### src/rtl/strobe_sched_pkg.sv
// strobe_sched_pkg: shared FSM state type and timestamp width for strobe_scheduler
package strobe_sched_pkg;
    localparam int TS_W = 32;
    typedef enum logic [1:0] {IDLE, SETTLE, PULSE, HOLD} state_t;
endpackage

### src/rtl/strobe_scheduler_if.sv
// strobe_scheduler_if: requester/measurement-side bundle of strobe_scheduler
// en, req, ovf_clr: controls and requests into the scheduler
// sel, strobe, busy, ack, ovf: scheduler outputs; ts added when STROBE_SCHED_TIMESTAMP_EN is defined
interface strobe_scheduler_if #(parameter int N_CH = 4);
    import strobe_sched_pkg::*;
    localparam int SW = $clog2(N_CH);
    logic            en;
    logic [N_CH-1:0] req;
    logic            ovf_clr;
    logic [SW-1:0]   sel;
    logic            strobe;
    logic            busy;
    logic [N_CH-1:0] ack;
    logic [N_CH-1:0] ovf;
`ifdef STROBE_SCHED_TIMESTAMP_EN
    logic [TS_W-1:0] ts;
    modport master (output en, req, ovf_clr, input sel, strobe, busy, ack, ovf, ts);
    modport slave (input en, req, ovf_clr, output sel, strobe, busy, ack, ovf, ts);
`else
    modport master (output en, req, ovf_clr, input sel, strobe, busy, ack, ovf);
    modport slave (input en, req, ovf_clr, output sel, strobe, busy, ack, ovf);
`endif
endinterface

### src/rtl/rr_arbiter.sv
// rr_arbiter: combinational round-robin pick starting one past the last winner
// pending: request vector; last: previous winner; gnt_valid/gnt_idx: chosen channel
module rr_arbiter #(
    parameter int N_CH = 4,
    localparam int SW = $clog2(N_CH)
) (
    input  logic [N_CH-1:0] pending,
    input  logic [SW-1:0]   last,
    output logic            gnt_valid,
    output logic [SW-1:0]   gnt_idx
);
    logic [SW-1:0] j;
    // Scan from the farthest offset down so the nearest pending channel after last wins.
    always_comb begin
        gnt_valid = 1'b0;
        gnt_idx = last;
        j = last;
        for (int k = N_CH; k >= 1; k--) begin
            j = SW'((int'(last) + k) % N_CH);
            if (pending[j]) begin
                gnt_valid = 1'b1;
                gnt_idx = j;
            end
        end
    end
endmodule

### src/rtl/strobe_scheduler.sv
// strobe_scheduler: round-robin time-sharing of one strobe/measurement unit among N_CH requesters
// clk, rst: clock and synchronous active-high reset; bus: strobe_scheduler_if slave port
// Optional STROBE_SCHED_TIMESTAMP_EN adds a free-running cycle counter captured into bus.ts at strobe rise
module strobe_scheduler import strobe_sched_pkg::*; #(
    parameter int N_CH = 4,
    parameter int SETTLE_CYC = 2,
    parameter int PULSE_CYC = 1,
    parameter int HOLD_CYC = 1,
    parameter int CW = 8
) (
    input logic clk,
    input logic rst,
    strobe_scheduler_if.slave bus
);
    localparam int SW = $clog2(N_CH);
    state_t state, state_n;
    logic [CW-1:0]   cnt, cnt_n;
    logic [N_CH-1:0] pending, pending_n, clr, ovf_n;
    logic [SW-1:0]   last, last_n, sel_n, gnt_idx;
    logic            strobe_n, gnt_valid;

    rr_arbiter #(.N_CH(N_CH)) u_arb (
        .pending(pending),
        .last(last),
        .gnt_valid(gnt_valid),
        .gnt_idx(gnt_idx)
    );

    always_comb begin
        state_n = state;
        cnt_n = cnt;
        sel_n = bus.sel;
        last_n = last;
        strobe_n = bus.strobe;
        clr = '0;
        case (state)
            IDLE: if (bus.en && gnt_valid) begin
                state_n = SETTLE;
                cnt_n = CW'(SETTLE_CYC - 1);
                sel_n = gnt_idx;
                last_n = gnt_idx;
            end
            SETTLE: if (cnt == '0) begin
                state_n = PULSE;
                cnt_n = CW'(PULSE_CYC - 1);
                strobe_n = 1'b1;
            end else cnt_n = cnt - CW'(1);
            PULSE: if (cnt == '0) begin
                state_n = HOLD;
                cnt_n = CW'(HOLD_CYC - 1);
                strobe_n = 1'b0;
            end else cnt_n = cnt - CW'(1);
            HOLD: if (cnt == '0) begin
                state_n = IDLE;
                clr = N_CH'(1) << bus.sel;
            end else cnt_n = cnt - CW'(1);
            default: state_n = IDLE;
        endcase
        // A new request on the clearing edge re-arms pending rather than counting as lost.
        pending_n = (pending & ~clr) | bus.req;
        ovf_n = (bus.ovf & ~{N_CH{bus.ovf_clr}}) | (bus.req & pending & ~clr);
    end

    always_ff @(posedge clk) begin
        if (rst) begin
            state <= IDLE;
            cnt <= '0;
            pending <= '0;
            last <= SW'(N_CH - 1);
            bus.sel <= '0;
            bus.strobe <= 1'b0;
            bus.busy <= 1'b0;
            bus.ack <= '0;
            bus.ovf <= '0;
        end else begin
            state <= state_n;
            cnt <= cnt_n;
            pending <= pending_n;
            last <= last_n;
            bus.sel <= sel_n;
            bus.strobe <= strobe_n;
            bus.busy <= (state_n != IDLE);
            bus.ack <= clr;
            bus.ovf <= ovf_n;
        end
    end

`ifdef STROBE_SCHED_TIMESTAMP_EN
    logic [TS_W-1:0] ts_cnt;
    always_ff @(posedge clk) begin
        if (rst) begin
            ts_cnt <= '0;
            bus.ts <= '0;
        end else begin
            ts_cnt <= ts_cnt + TS_W'(1);
            if (state == SETTLE && cnt == '0) bus.ts <= ts_cnt;
        end
    end
`else
    // No timestamp hardware in this build.
`endif
endmodule

### src/flat_wrapper.sv
// flat-port wrapper written by rule: the top's interface ports become plain ports
module strobe_scheduler_flat import strobe_sched_pkg::*;
#(
    parameter int N_CH = 4,
    parameter int SETTLE_CYC = 2,
    parameter int PULSE_CYC = 1,
    parameter int HOLD_CYC = 1,
    parameter int CW = 8
)
  (clk, rst, bus_en, bus_req, bus_ovf_clr, bus_sel, bus_strobe, bus_busy, bus_ack, bus_ovf);
  strobe_scheduler_if #(.N_CH(N_CH)) bus_i ();
  input logic clk;
  input logic rst;
  input wire logic [$bits(bus_i.en)-1:0] bus_en;
  input wire logic [$bits(bus_i.req)-1:0] bus_req;
  input wire logic [$bits(bus_i.ovf_clr)-1:0] bus_ovf_clr;
  output wire logic [$bits(bus_i.sel)-1:0] bus_sel;
  output wire logic [$bits(bus_i.strobe)-1:0] bus_strobe;
  output wire logic [$bits(bus_i.busy)-1:0] bus_busy;
  output wire logic [$bits(bus_i.ack)-1:0] bus_ack;
  output wire logic [$bits(bus_i.ovf)-1:0] bus_ovf;
  assign bus_i.en = bus_en;
  assign bus_i.req = bus_req;
  assign bus_i.ovf_clr = bus_ovf_clr;
  assign bus_sel = bus_i.sel;
  assign bus_strobe = bus_i.strobe;
  assign bus_busy = bus_i.busy;
  assign bus_ack = bus_i.ack;
  assign bus_ovf = bus_i.ovf;
  strobe_scheduler #(.N_CH(N_CH), .SETTLE_CYC(SETTLE_CYC), .PULSE_CYC(PULSE_CYC), .HOLD_CYC(HOLD_CYC), .CW(CW)) u_core (.clk(clk), .rst(rst), .bus(bus_i));
endmodule
### config.mk
export PLATFORM = sky130hd
export DESIGN_NAME = strobe_scheduler_flat
export DESIGN_NICKNAME = d
export VERILOG_FILES = /design/src/rtl/strobe_sched_pkg.sv /design/src/rtl/strobe_scheduler_if.sv /design/src/rtl/rr_arbiter.sv /design/src/rtl/strobe_scheduler.sv /design/src/flat_wrapper.sv
export SDC_FILE = /design/constraint.sdc
export NUM_CORES = 1
export LEC_CHECK = 0
export CORE_MARGIN = 2
export CORE_UTILIZATION = 40
export CTS_BUF_LIST = sky130_fd_sc_hd__clkbuf_8 sky130_fd_sc_hd__clkbuf_16
export DETAILED_ROUTE_END_ITERATION = 8
export PLACE_DENSITY = 0.74
export SLEW_MARGIN = 20
export SYNTH_ARGS = -nofsm -noshare
export SYNTH_HDL_FRONTEND = slang
export SYNTH_HIERARCHICAL = 1
export SYNTH_SLANG_ARGS = --single-unit
### constraint.sdc
create_clock -name clk -period 2.02 [get_ports clk]
set_input_delay 0.606 -clock clk [delete_from_list [all_inputs] [get_ports clk]]
set_output_delay 0.606 -clock clk [all_outputs]
set_load 0.01 [all_outputs]
# Word level (Yosys, flattened, before mapping)
# Index checks and enable logic that the tools add are counted.
# W data, S select, Z words.
# totals
register_bits	28
wordCells	73
out_inout_bits	12
in_bits	8
# classes
n_shift	1
n_mux	30
reduce_logical	9
bitwise	8
eq_ne	7
magnitude_cmp	4
n_addsub	5
# op_table
operator	n
$mux W8	3
$pmux W8 S3	1
$and A4 B4 Y4	4
$mux W2	8
$lt A2 B3 Y1 const B	4
$mux W1	10
$bmux W1 S2	4
$logic_not A8 Y1	1
$mux W4	2
$not A4 Y4	2
$or A4 B4 Y4	2
$pmux W2 S4	1
$sub A8 B1 Y8 const B	1
$ne A2 B1 Y1 const B	3
$add A2 B1 Y2 const B	2
$add A2 B2 Y2 const B	2
$eq A2 B2 Y1 const B	2
$reduce_and A2 Y1	2
$reduce_bool A2 Y1	2
$shl A1 B2 Y4 const A	1
$reduce_and A3 Y1	1
$eq A2 B1 Y1 const B	1
$logic_not A2 Y1	1
$ne A2 B2 Y1 const B	1
other kinds (3)	3

# Logic depth before layout (Yosys ltp)
# logic_depth
word_depth	11
depth_mapped	7
depth_no_buf	6

# By module
# Netlist, hierarchy kept.
# modules_own_cells
mod	instances	seq_area_each_um2	area_per_inst_um2	cells_per_inst
strobe_scheduler	1	560.5	1291.2	142
rr_arbiter	1	0.0	82.6	14

# Least setup slack after synthesis
# No wires, ideal clock.
# synth_path
path_type	register -> register
start	register u_core.pending[3]
end	register u_core.cnt[5]
required_time_ps	1932
t_arrival_ps	2023
setup_time_ps	88
n_path_buf	0
setup_slack_ps	-91
period_less_slack_ps	2111
stages_incl_launch_ff	6
cell_sequence	dfxtp_1 or4_1 a21boi_1 nor2_1 a221o_2 a311oi_2
# synth_between
elab_chain_cells	9
elab_cells_between_ends	15
classes_between	1 x eq/ne; 12 x mux; 2 x reduce/logical
# synth_rtl
element	line_no	text
from (decl)	strobe_scheduler.sv:18	logic [N_CH-1:0] pending, pending_n, clr, ovf_n;
from (signal assigned)	strobe_scheduler.sv:78	pending <= pending_n;
$bmux W1 S2	rr_arbiter.sv:20	if (pending[j]) begin
$mux W1 (not written as such)	rr_arbiter.sv:20	
$mux W1 (3 in a row)	rr_arbiter.sv:20	
$mux W1 *	rr_arbiter.sv:20	
via u_core.gnt_valid	strobe_scheduler.sv:20	logic strobe_n, gnt_valid;
$logic_and A1 B1 Y1 *	strobe_scheduler.sv:37	IDLE: if (bus.en && gnt_valid) begin
$ne A2 B1 Y1 (no line) *	-	
$reduce_and A2 Y1 (no line) *	-	
to (signal assigned)	strobe_scheduler.sv:77	cnt <= cnt_n;
to (decl)	strobe_scheduler.sv:17	logic [CW-1:0] cnt, cnt_n;
# The timed path passes the listed nets; every way through them passes the cells marked *. The select of a mux whose other input is x is not followed.
# A chain may end at the register's enable or synchronous reset.

# Worst setup path after layout
# layout_path
start	register u_core.cnt[1]
end	register u_core.cnt[1]
# layout_between
elab_chain_cells	3
elab_cells_between_ends	7
classes_between	1 x add/sub; 1 x eq/ne; 3 x mux; 2 x reduce/logical
# layout_rtl
element	line_no	text
$sub A8 B1 Y8 or $logic_not A8 Y1 (tied branches)	-	
$mux W8, or another cell as far along	strobe_scheduler.sv:53	HOLD: if (cnt == '0) begin
$pmux W8 S3 or $reduce_and A2 Y1 (tied branches)	-	
# Parallel ways exist; a longest one is shown, timed or not. The select of a mux whose other input is x is not followed.

==> metrics.md <==
| Metric | Value |
|---|---|
| Critical path's top delay family | `simple AND/OR/NAND/NOR gates` |
| PwrDens | `1360 nW/um2` |
| GPL Wtd Cong | `0.926` |
| Number of flops mapped to enable cells by yosys | `0` |
| Critical-path cell with the highest stage delay | `a221o_2` |
| CP Launch Type | `flop` |
| Pre-CTS WS | `-27.8 ps` |
| I/O Pins | `20` |
| Finished Cell Area | `1830 um2` |
| Synth top area share | `40.8%` |
| Routed wire length | `3310 um` |
| Status | `complete, no violations` |
| Ys flop type | `dfxtp_1` |
| Seq. cell area | `568 um2` |
| Gr usage total | `17.2%` |
| CTS Buffer Depth | `2` |
| CTS tree | `yes` |
| Final worst-path cycle share | `between 90 and 100%` |
| Critical path capture point type | `flop` |
| Inst Count DP | `231` |
| RSZ-0062 raised after global routing | `true` |
| Clock latency on the worst-skew pair | `270 ps` |
| Avg Inst Size Synth | `a little under 9 um2` |
| Synthesized area | `roughly 1400 um2` |
| Ys Warns | `6` |
| Critical Path RT | `2210 ps` |
| Bufs and invs on worst path | `2` |
| TritonCTS Buffers | `3` |
| Syn Nets | `171` |
| Area of the multi-input gates | `slightly below 800 um2` |
| Dpl hpwl | `2420 um` |
| Vias in the first global route | `1324` |
| Pleak | `0.000714 uW` |
| Port bufs | `19` |
| ANT cells | `0` |
| Cell taking the most area after synthesis | `dfxtp_1` |
| Die area | `between 3000 and 4000 um2` |
| Row cnt | `21` |
| Layout cells sized above 1 | `around a quarter` |
| Final setup fails | `0` |
| Yosys reg bits | `28` |
| Final Critical Period | `1950 ps` |
| Area of the core | `3310 um2` |
| Drt drc | `0` |
| Area contributors post-synth | `dfxtp_1, ha_1, a21oi_1` |
| Seq/Total Area, Yosys | `approximately two fifths` |
| DR WL/cell | `about 14 um` |
| Netlist cell types | `39` |
| Global-route wire length before repair | `around 5600 um` |
| Maximum fanout along the worst path | `5` |
| DRT iter0 DRCs | `92` |
| Critical Path Max Stage Delay | `420 ps` |
| Max-slew violations | `0` |
| Die width | `62.6 um` |
| P&R area growth vs syn | `33.3%` |
| Worst-margin pin slew | `407 ps` |
| GRT Residual Overflow | `0` |
| Critical path class | `reg2reg` |
| Hold Crit Class | `reg2reg` |
| CP arrival | `approximately 2100 ps` |
| Vias/cell | `5.38` |
| Relative slew margins | `72.6%` |
| Hold slack | `492 ps` |
| Fillcell total | `between 300 and 400` |
| TritonCTS Sinks | `28` |
| Initial antenna violation count | `0` |
| Placed cell areas | `1710 um2` |
| H-tree levels | `1` |
| Die height | `62.6 um` |
| Post-Synthesis Cells | `156` |
| Async set-reset flop share out of synthesis | `0%` |
| Maxcap violations | `0` |
| Largest net degree at the start of global routing | `16` |
| DR pass1 iterations | `4` |
| Final WS setup | `71.3 ps` |
| Layout Nets | `208` |
| Most numerous cell in the Yosys netlist | `dfxtp_1` |
| Fin Clk Skew | `6.59 ps` |
| Max Fclk | `between 500 and 600 MHz` |
| Via count | `roughly 1300` |
| Hold Fails Final Rpt | `0` |
| Clk pin slew, worst setup/hold paths | `90 ps` |
| Cells along the critical path | `inv_2, ha_4, or3b_4, or2_1, a221o_2, buf_4, a211oi_2` |
| Root Driver | `clkbuf_8` |
| Routed Antenna Nets | `0` |
| VDD IR max | `0.499 mV` |
| Non-filler cells in the finished layout | `238` |
| Commonest cells post-synth | `dfxtp_1, a21oi_1, inv_1, nor2_1, nand2_1` |
| Initial Utilization | `41.5%` |
## metal layers
layer | part of all wire, % | vias up | global-route usage (%)
met5 | 0 | - | 0
met3 | 2.9 | 4 | 3.06
met4 | 1.3 | 0 | 4.72
met1 | 42 | 618 | 19.1
met2 | 54 | 24 | 33.3
li1 | - | 634 | -
## cells in the final DEF, fill, tap and decap left out, types with 6 or more instances in the layout
master           instances
o21ai_0                  6
buf_4                   17
ha_1                     6
a21oi_1                 14
nor2_1                  13
inv_1                   11
nand2_1                  8
dfxtp_1                 24
o31ai_1                  6
clkdlybuf4s50_1         19
## registers in the layout (all words and copies together), names as in the netlist
name / count
u_core/cnt: 8
u_core/bus.strobe: 1
u_core/last: 2
u_core/pending: 4
u_core/bus.sel: 2
u_core/state: 2
u_core/bus.busy: 1
u_core/bus.ovf: 4
u_core/bus.ack: 4
## kinds of logic (layout without fill, tap and decap cells)
family          Yosys count  in the layout  share of synthesized area, %
simple gates             54             54                          22.2
mux                       1              1                         0.729
flops                    28             28                          40.8
buf+inv                  17             53                          4.74
fa+ha+maj                 7              7                          6.37
xor+xnor                  5              5                          3.19
compound gates           44             44                          21.9
## worst paths after layout
path | start | end | slack [ps] | cells after the start
worst min-delay path | u_core/bus.strobe | u_core/bus.strobe | 490 | 2
worst max-delay path | u_core/cnt[1] | u_core/cnt[1] | 70 | 7
worst max register to register | u_core/cnt[1] | u_core/cnt[1] | 70 | 7
worst min register to register | u_core/bus.strobe | u_core/bus.strobe | 490 | 2
## per-stage QoR
step	TNS (ps)	util, %	total power (uW)
floorplan	0	-	1630
global placement	0	51.8	1970
detailed placement	-27.8	51.8	2030
CTS	0	53.4	2380
global route	-18.5	55.3	2660
finish	0	55.3	2480
## tightest hold or removal path, stage by stage, from the launching register on
cell	delay [ps]
dfxtp_1	320
o21ai_0	70
a21oi_1	60
## power breakdown
| part | internal, uW | leakage, uW | switching (uW) | total, uW |
|---|---|---|---|---|
| sequential | 680 | 0.000231 | 130 | 810 |
| combinational | 687 | 0.000454 | 647 | 1330 |
| clock | 174 | 0.0000288 | 165 | 339 |
## layout make-up
type,instances,area share [%]
clock buffers,4,3.01
inverters,13,2.66
multi-input cells,111,42.8
flip-flops and latches,28,31.0
well taps,46,3.14
repair buffers,36,17.3
## timing repair
item | in CTS | in global routing
hold endpoints to repair | 0 | 0
buffers inserted | 0 | 3
hold buffers | 0 | 0
setup endpoints to repair | 0 | 5
resized for setup | 0 | 14
Power figures use the tool's default switching activity.
